[config.mk]
export PLATFORM = sky130hd
export DESIGN_NAME = register_file_param
export DESIGN_NICKNAME = d
export VERILOG_FILES = /design/src/rtl/register_file_param.sv
export SDC_FILE = /design/constraint.sdc
export NUM_CORES = 1
export LEC_CHECK = 0
export CELL_PAD_IN_SITES_DETAIL_PLACEMENT = 0
export CELL_PAD_IN_SITES_GLOBAL_PLACEMENT = 1
export CORE_ASPECT_RATIO = 1.75
export CORE_MARGIN = 2
export CORE_UTILIZATION = 49
export DETAILED_ROUTE_END_ITERATION = 16
export PLACE_DENSITY = 0.94
export SLEW_MARGIN = 15
export SYNTH_ARGS = -nofsm -noshare
export SYNTH_HDL_FRONTEND = slang
export SYNTH_SLANG_ARGS = --single-unit
export TNS_END_PERCENT = 20
[constraint.sdc]
create_clock -name clk -period 2.65 [get_ports clk]
set_input_delay 0.53 -clock clk [delete_from_list [all_inputs] [get_ports clk]]
set_output_delay 0.53 -clock clk [all_outputs]
set_load 0.1 [all_outputs]
[src/rtl/register_file_param.sv]
`default_nettype none
// ============================================================================
// Module   : register_file_param
// Brief    : 2R/1W register file with R0 hardwired to zero, optional bypass,
//            read-hold enable, sequential clear sweep and sticky R0-write flag.
// Revision : 1.0
// ============================================================================
module register_file_param #(
    parameter int DATA_W = 24,
    parameter int ADDR_W = 3,
    parameter bit BYPASS = 1'b0
) (
    input  logic              clk,
    input  logic              reset,
    input  logic [ADDR_W-1:0] Ra,
    input  logic [ADDR_W-1:0] Rb,
    input  logic [ADDR_W-1:0] Rw,
    input  logic              enWrite,
    input  logic              enRead,
    input  logic [DATA_W-1:0] BusW,
    input  logic              clear,
    input  logic              r0_err_clr,
    output logic [DATA_W-1:0] BusA,
    output logic [DATA_W-1:0] BusB,
    output logic              busy,
    output logic              r0_err
);

    localparam int                DEPTH     = 2 ** ADDR_W;
    localparam logic [ADDR_W-1:0] PTR_FIRST = ADDR_W'(1);
    localparam logic [ADDR_W-1:0] PTR_LAST  = ADDR_W'(DEPTH - 1);

    typedef enum logic [0:0] {
        IDLE  = 1'b0,
        CLEAR = 1'b1
    } state_t;

    state_t            state;
    state_t            next_state;
    logic [ADDR_W-1:0] ptr;
    logic [DATA_W-1:0] mem [DEPTH];

    logic              idle;
    logic              wr_en;
    logic              r0_wr;
    logic [DATA_W-1:0] rd_a;
    logic [DATA_W-1:0] rd_b;

    assign idle  = (state == IDLE);
    assign wr_en = idle && enWrite && (Rw != '0);
    assign r0_wr = idle && enWrite && (Rw == '0);
    assign busy  = (state == CLEAR);

    // Per-port forwarding: each read port sees BusW only on its own address match.
    always_comb begin
        rd_a = '0;
        rd_b = '0;
        if (Ra != '0) begin
            rd_a = (BYPASS && wr_en && (Ra == Rw)) ? BusW : mem[Ra];
        end
        if (Rb != '0) begin
            rd_b = (BYPASS && wr_en && (Rb == Rw)) ? BusW : mem[Rb];
        end
    end

    always_comb begin
        next_state = state;
        case (state)
            IDLE:    if (clear) next_state = CLEAR;
            CLEAR:   if (ptr == PTR_LAST) next_state = IDLE;
            default: next_state = IDLE;
        endcase
    end

    always_ff @(posedge clk or negedge reset) begin
        if (!reset) begin
            state <= IDLE;
            ptr   <= PTR_FIRST;
        end else begin
            state <= next_state;
            if (state == CLEAR) begin
                ptr <= (ptr == PTR_LAST) ? PTR_FIRST : ptr + PTR_FIRST;
            end else begin
                ptr <= PTR_FIRST;
            end
        end
    end

    // Entry 0 is never written: writes require Rw != 0 and the sweep starts at 1.
    always_ff @(posedge clk or negedge reset) begin
        if (!reset) begin
            for (int i = 0; i < DEPTH; i++) begin
                mem[i] <= '0;
            end
        end else if (state == CLEAR) begin
            mem[ptr] <= '0;
        end else if (wr_en) begin
            mem[Rw] <= BusW;
        end
    end

    always_ff @(posedge clk or negedge reset) begin
        if (!reset) begin
            BusA <= '0;
            BusB <= '0;
        end else if (idle && enRead) begin
            BusA <= rd_a;
            BusB <= rd_b;
        end
    end

    // Set has priority over clear so a simultaneous attempt is never lost.
    always_ff @(posedge clk or negedge reset) begin
        if (!reset) begin
            r0_err <= 1'b0;
        end else if (r0_wr) begin
            r0_err <= 1'b1;
        end else if (r0_err_clr) begin
            r0_err <= 1'b0;
        end
    end

endmodule
`default_nettype wire
Word-level counts from Yosys, hierarchy flattened
Cells that the tools add are included. Widths: inputs -> output; s select.

Logic and storage cells: 62. Flip-flop bits (word level): 245. Input bits: 39. Latch bits: 0. Memory bits (read-only): 0. RAM bits: 0. Memories: 0. Output and inout bits: 50.

Eq/ne operators: 1. Magnitude comparators: 6. Mux-type cells: 22. Shifts and indexed selects: 0. Divide/modulo/power cells: 0. Bitwise operators: 7. Reduce and logical (&&, ||, !) cells: 12. Add/sub/neg operators: 1. Multiply operators: 0.

Operator list (count): $mux 192 (2); $and 192x192->192 (1); $bwmux 192 (1); $mux 24 (8); $not 192->192 (1); $bmux 24 s3 (2); $demux 24 s3 (2); $ge 4x4->1 const B (4); $not 3->4 (4); $reduce_bool 3->1 (3); $lt 4x1->1 const B (2); $logic_and 1x1->1 (6); $mux 3 (2); $mux 1 (4); $reduce_bool 2->1 (2); $add 3x1->3 const B (1); $eq 3x3->1 const B (1); $logic_not 3->1 (1); $pmux 1 s2 (1); $not 1->1 (1).

Logic depth before layout (Yosys ltp)
Gate-level depths: netlist (run 1).

Depth in word-level cells: 8. Mapped depth: 7. Mapped depth without buffers: 4.

Least setup slack after synthesis (run 1)
Ideal clock, no wire load.

Path type: register -> register. Start: register state (netlist: busy). End: register BusA[10]. Arrival: 1.884 ns. Path slack: 0.639 ns. Path buffers: 2. Cell stages (with the launch flop): 7. Setup time: 0.127 ns. Period minus slack after synthesis: 2.011 ns. Required time: 2.523 ns. Cell sequence: dfrtp_1 -> nand2b_1 -> buf_2 -> clkbuf_1 -> a221oi_1 -> a21oi_1 -> nor2_1.

Longest elaborated chain between the ends: 2.

Ends and longest elaborated chain: from (decl) (RTL line 38) `state_t state;`; from (signal assigned) (RTL line 80) `state <= next_state;`; $not 1->1 (RTL line 49) `assign idle = (state == IDLE);`; $logic_and 1x1->1 (RTL line 106) `end else if (idle && enRead) begin`; to (signal assigned) (RTL line 107) `BusA <= rd_a;`; to (decl) (RTL line 23) `output logic [DATA_W-1:0] BusA,`.

Every way passes these cells. A chain may end at the register's enable or synchronous reset.

Worst setup path after layout (run 1)
Start: register state (netlist: busy). End: output port busy.

RTL lines: to (decl) (RTL line 25) `output logic busy,`.

No word-level cell between the ends.

==> impl_metrics.ini, run 1 <==
[run_status]
status = complete, but fails checks
violations = hold timing

[global_route]
grt_pass1_wl_microns = 54800
grt.met2_usage_pct = 51.3
grt_pass1_vias = 9954
use_met1_pct = 33.4
groute.usage.overall_pct = 28.9
grt_max_degree = 76
antenna_found_initial = 0
grt-ovfl-total = 0
use_met3_pct = 3.10
top_usage_layer = met2

[synthesis]
synth_ff_type = dfrtp_1
syn_inst = 1209
yosysMostFrequentCell = nand2_1
ys_top_cells_by_count = 339 x nand2_1, 220 x dfrtp_1, 122 x o21ai_0, 95 x mux2i_1, 94 x a221oi_1
synth_cell_types = 35
synth_top_cell_area_share_pct = 48.9
synth_edf_count = 0
yosys.area.top_type = dfrtp_1
synth-seq-cells = 221
async_flop_share_pct = 100
synth.avg_cell_area_sq_um = 9.31
ys_warn_count = 0
netlist_area_sq_um = 11300
synth_area_leaders = dfrtp_1 49%, nand2_1 11%, mux2i_1 8.4%
synth_nets = 1250
yosysSeqAreaShare_pct = 49.1

[layout]
ff_latch_area_sq_um = 5530
multi_input_area_sq_um = 5230
num-fill-cells = 2015
drive_gt1_share_pct = 15.8
utilization_pct = 58.6
final_nets = 1311
syn2layout_area_growth_pct = 17.9
final_area_sq_um = 13300
diodes = 0

[floorplan]
core-area_sq_um = 22700
die_h_microns = 204
die-width_microns = 119
die_area_sq_um = 24200
start_util_pct = 49.7
rows = 73
num_io_pins = 89

[cts]
path_clk_slew_ns = 0.06
clock-root-buffer = clkbuf_16
cts_tree = built
post_cts_resized = 0
hold_buffers = 0
clk_latency_ns = 0.51
post_cts_buffers = 0
cts_htree_levels = 1
clk_path_buf_depth = 3
cts_buffers = 22
clock_sinks = 221

[placement]
gp_congestion = 0.816
placed_area_sq_um = 12500
port-buffer-count = 88
dp_hpwl_microns = 21500

[job]
cap_violations = 0

[critical_path]
cp_max_fo = 12
crit_chain = buf_4
critPathLaunchType = flop
worstSetupEndpointType = output pin
critical_path_required_ns = 2.12
critPathMaxStageDelay_ns = 0.67
critPathKind = reg2out
cpLargestDelayFamily = flip-flops
crit_buf_inv = 1
crit_arrival_ns = 1.58
critPathSlowestCell = dfrtp_1

[routing]
vias = 9561
routed_wl_microns = 34600
initialDrtViolationCount = 661
ant_nets = 0
wire_per_inst_microns = 21.9
via_per_inst = 6.03
first_pass_iters = 6
drc_errors = 0

[timing]
maxSlewHeadroom_pct = 58.6
holdWs_ns = -0.0163
clock_skew_ns = 0.0150
finalCriticalPeriod_ns = 2.11
fmax_mhz = 474
finalHoldViolCount = 10
fin_crit_sh_pct = 79.5
setup_viol = 0
rsz0062_at_grt = false
setup_tns_ns = 0
final_max_slew_viol_count = 0
tightest_slew_ns = 0.621

[pwr]
ir_drop_uv = 886
swShare_pct = 46.0
p_per_area_nw_per_um2 = 1210
p_int_w = 0.00866
clockPowerShare_pct = 20.5
p_comb_share_pct = 42.8
p_sw_w = 0.00738
power_w = 0.0160
p_seq_share_pct = 36.7
power.leakage_nw = 5.88

[worst_hold_path]
worstHoldPathType = in2async
## logic make-up after synthesis
kind of cell / after synthesis / share of synthesized area, %
flops: 221 / 49.1
buf+inv: 104 / 4.91
fa+ha+maj: 2 / 0.222
simple gates: 424 / 15.1
mux: 145 / 13.5
compound gates: 313 / 17.2
## through the flow
step	instances	worst slack, ns
5_1_grt	1585	0.501
3_5_place_dp	1546	0.388
6_report	1585	0.542
2_1_floorplan	1209	0.639
3_3_place_gp	1546	0.392
4_1_cts	1585	0.544
## layout by cell type, fill, tap and decap left out, types with 3 or more instances in the layout
cell	count
o21ai_1	46
dfrtp_1	220
mux2_2	50
clkbuf_16	23
clkbuf_8	6
nor2_4	3
buf_12	18
nand2_1	339
o21ai_0	122
buf_4	85
clkbuf_1	6
mux2i_1	95
nor2b_1	3
and2_1	3
nand3_1	5
nor2_1	51
nor2b_2	4
clkdlybuf4s50_1	35
a21oi_1	48
a221oi_1	94
## power groups by stage
stage                     sequential (W)  clock (W)  combinational (W)
after floorplan                  0.00820          0            0.00250
after global placement           0.00586          0            0.00672
after detailed placement         0.00591          0            0.00686
after CTS                        0.00587    0.00333            0.00687
after global routing             0.00607    0.00346            0.00734
final                            0.00589    0.00328            0.00687
## sequential cells by signal, summed over array words and instances (netlist names)
name / count
busy: 1
BusA: 24
mem: 168
BusB: 24
ptr: 3
r0_err: 1
## area by class of cell
| cell class | count | share of cell area, % |
|---|---|---|
| tap | 300 | 2.83 |
| timing repair buffer | 139 | 10.3 |
| sequential | 221 | 41.7 |
| clock buffer | 35 | 5.13 |
| inverter | 2 | 0.0566 |
| clock inverter | 4 | 0.556 |
| multi-input combinational | 884 | 39.5 |
## final timing paths
kind                       slack [ns]  depth (start not counted)              endpoint           startpoint
setup reg to reg                 0.63                          5  mem[132]$_DFFE_PN0P_       busy$_DFF_PN0_
max in group asynchronous        1.85                          2   mem[18]$_DFFE_PN0P_                reset
min in group clk                 0.52                          2   BusA[2]$_DFFE_PN0P_  BusA[2]$_DFFE_PN0P_
hold reg to reg                  0.52                          2   BusA[2]$_DFFE_PN0P_  BusA[2]$_DFFE_PN0P_
hold / removal                  -0.02                          1   BusA[2]$_DFFE_PN0P_                reset
setup / recovery                 0.54                          1                  busy       busy$_DFF_PN0_
## routing by layer
layer,wire (microns),share of wire (%)
met5,0,0
met4,1990,5.8
met3,1860,5.4
met2,17800,51
met1,13000,37
(Power assumes the default switching activity.)
==> run 2: changes to the inputs <==
--- a/config.mk
+++ b/config.mk
@@ -9,9 +9,9 @@
 export CELL_PAD_IN_SITES_GLOBAL_PLACEMENT = 1
 export CORE_ASPECT_RATIO = 1.75
 export CORE_MARGIN = 2
-export CORE_UTILIZATION = 49
+export CORE_UTILIZATION = 41
 export DETAILED_ROUTE_END_ITERATION = 16
-export PLACE_DENSITY = 0.94
+export PLACE_DENSITY = 0.85
 export SLEW_MARGIN = 15
 export SYNTH_ARGS = -nofsm -noshare
 export SYNTH_HDL_FRONTEND = slang
==> constraint.sdc (replaced) <==
create_clock -name clk -period 1.8 [get_ports clk]
set_input_delay 0.36 -clock clk [delete_from_list [all_inputs] [get_ports clk]]
set_output_delay 0.36 -clock clk [all_outputs]
set_load 0.1 [all_outputs]
==> run 2 against run 1 <==
Net effect:
- the run now ends clean
- critical path depth stayed put
- via count is 1.1% higher
- worst hold slack better by 0.29 ns
- non-clock buffer count is 19 higher
- utilization is 6.0 points lower
- count of clock-buffer cells in the layout is 5 lower
- clock power is 47% higher
- die area is 19% higher
- worst setup slack worse by 0.44 ns
- largest power group unchanged
- highest routed layer unchanged
==> impl_metrics.ini, run 2 (synthesis results as in run 1) <==
[routing]
ant_nets = 0
via_per_inst = 5.78
first_pass_iters = 5
vias = 9670
drc_errors = 0
wire_per_inst_microns = 21.3
routed_wl_microns = 35700
initialDrtViolationCount = 891

[pwr]
clockPowerShare_pct = 18.9
p_seq_share_pct = 35.4
p_int_w = 0.0142
p_comb_share_pct = 45.7
p_per_area_nw_per_um2 = 1790
p_sw_w = 0.0113
swShare_pct = 44.5
ir_drop_uv = 1470
power.leakage_nw = 6.24

[layout]
final_cell_mix = 339 x nand2_1, 219 x dfrtp_1, 122 x o21ai_0
final_nets = 1330
diodes = 0
layout_commonest_cell = nand2_1
top_register = mem
num-fill-cells = 2388
top_regs = mem: 168 flops, BusA: 24 flops, BusB: 24 flops
drive_gt1_share_pct = 17.4
largest_reg_flops = 168
final_area_sq_um = 14300
syn2layout_area_growth_pct = 26.8
utilization_pct = 52.6

[timing]
tightest_slew_ns = 0.724
holdWs_ns = 0.272
fmax_mhz = 590
maxSlewHeadroom_pct = 51.6
finalCriticalPeriod_ns = 1.69
rsz0062_at_grt = false
finalHoldViolCount = 0
setup_viol = 0
final_max_slew_viol_count = 0
clock_skew_ns = 0.00781
fin_crit_sh_pct = 94.1

[floorplan]
start_util_pct = 41.5
die-width_microns = 129
rows = 80
num_io_pins = 89
die_area_sq_um = 28800
core-area_sq_um = 27100
die_h_microns = 223

[placement]
gp_congestion = 0.837
placed_area_sq_um = 13500
port-buffer-count = 88
dp_hpwl_microns = 22700

[cts]
path_clk_slew_ns = 0.07
cts_tree = built
clk_latency_ns = 0.52
clock-root-buffer = clkbuf_16
clock_sinks = 221
clk_path_buf_depth = 3
cts_htree_levels = 1
cts_buffers = 22

[critical_path]
cp_max_fo = 14
crit_chain = buf_12
worstSetupEndpointType = output pin
critPathKind = reg2out
crit_arrival_ns = 1.33
crit_buf_inv = 1
cpLargestDelayFamily = flip-flops
critical_path_required_ns = 1.44
critPathSlowestCell = dfrtp_2
critPathMaxStageDelay_ns = 0.58
critPathLaunchType = flop

[global_route]
grt-ovfl-total = 0
antenna_found_initial = 0
grt_pass1_vias = 9950
groute.usage.overall_pct = 25.2
grt_max_degree = 63
grt_pass1_wl_microns = 56100

[worst_hold_path]
worstHoldPathType = in2async

[run_status]
status = finished clean

[job]
cap_violations = 0
[run 2: cell count changes in the layout (fill, tap and decap cells not counted), moves of 2 or more]
cell and delta:
buf_12 +61, buf_4 -44, clkbuf_1 -4, clkinv_2 +4
clkinvlp_4 +2
[run 2: path summary, 6_finish.rpt]
path	start	end	slack (ns)	depth (start not counted)
setup / recovery	busy$_DFF_PN0_	busy	0.11	1
hold / removal	reset	mem[96]$_DFFE_PN0P_	0.27	2
setup reg to reg	busy$_DFF_PN0_	mem[146]$_DFFE_PN0P_	0.14	4
hold reg to reg	ptr[0]$_DFF_PN1_	ptr[0]$_DFF_PN1_	0.53	1
max in group asynchronous	reset	mem[10]$_DFFE_PN0P_	0.80	3
min in group clk	clear	busy$_DFF_PN0_	0.39	3
[run 2: through the flow]
| stage | setup slack (ns) | power [W] | setup TNS [ns] | instances |
|---|---|---|---|---|
| 3_3_place_gp | -0.525 | 0.0205 | -18.88 | 1633 |
| 6_report | 0.105 | 0.0255 | 0 | 1673 |
| 4_1_cts | 0.0636 | 0.0256 | 0 | 1673 |
| 2_1_floorplan | 0.0910 | 0.0158 | 0 | 1209 |
| 3_5_place_dp | -0.570 | 0.0207 | -20.62 | 1633 |
| 5_1_grt | 0.0234 | 0.0267 | 0 | 1673 |
[run 2: cell type report]
cell class	count	area (sq um)	area share, %
flip-flops and latches	221	5530	38.8
inverters	2	7.51	0.0526
clock inverters	9	100	0.701
multi-input cells	884	5240	36.7
repair buffers	158	2280	15.9
clock buffers	30	652	4.57
well taps	369	462	3.24
[run 2: repair_timing]
item / CTS / global route
setup buffers: 0 / 0
endpoints found under the setup margin: 1 / 15
hold buffers: 1 / 0
resized for setup: 1 / 2
endpoints found under the hold margin: 63 / 0
[run 2: per-layer routing]
layer | vias to the layer above | routed length (microns) | global-route usage (%)
li1 | 4403 | - | -
met1 | 4763 | 13900 | 31.3
met2 | 397 | 18300 | 43.2
met3 | 107 | 1920 | 2.64
met4 | 0 | 1590 | 12.1
met5 | - | 0 | 0
[run 2: power groups by stage]
stage / Sequential (W) / Combinational (W) / Clock (W)
2_1_floorplan: 0.0121 / 0.00369 / 0
3_3_place_gp: 0.00901 / 0.0115 / 0
3_5_place_dp: 0.00907 / 0.0116 / 0
4_1_cts: 0.00900 / 0.0117 / 0.00489
5_1_grt: 0.00928 / 0.0123 / 0.00507
6_report: 0.00902 / 0.0117 / 0.00482
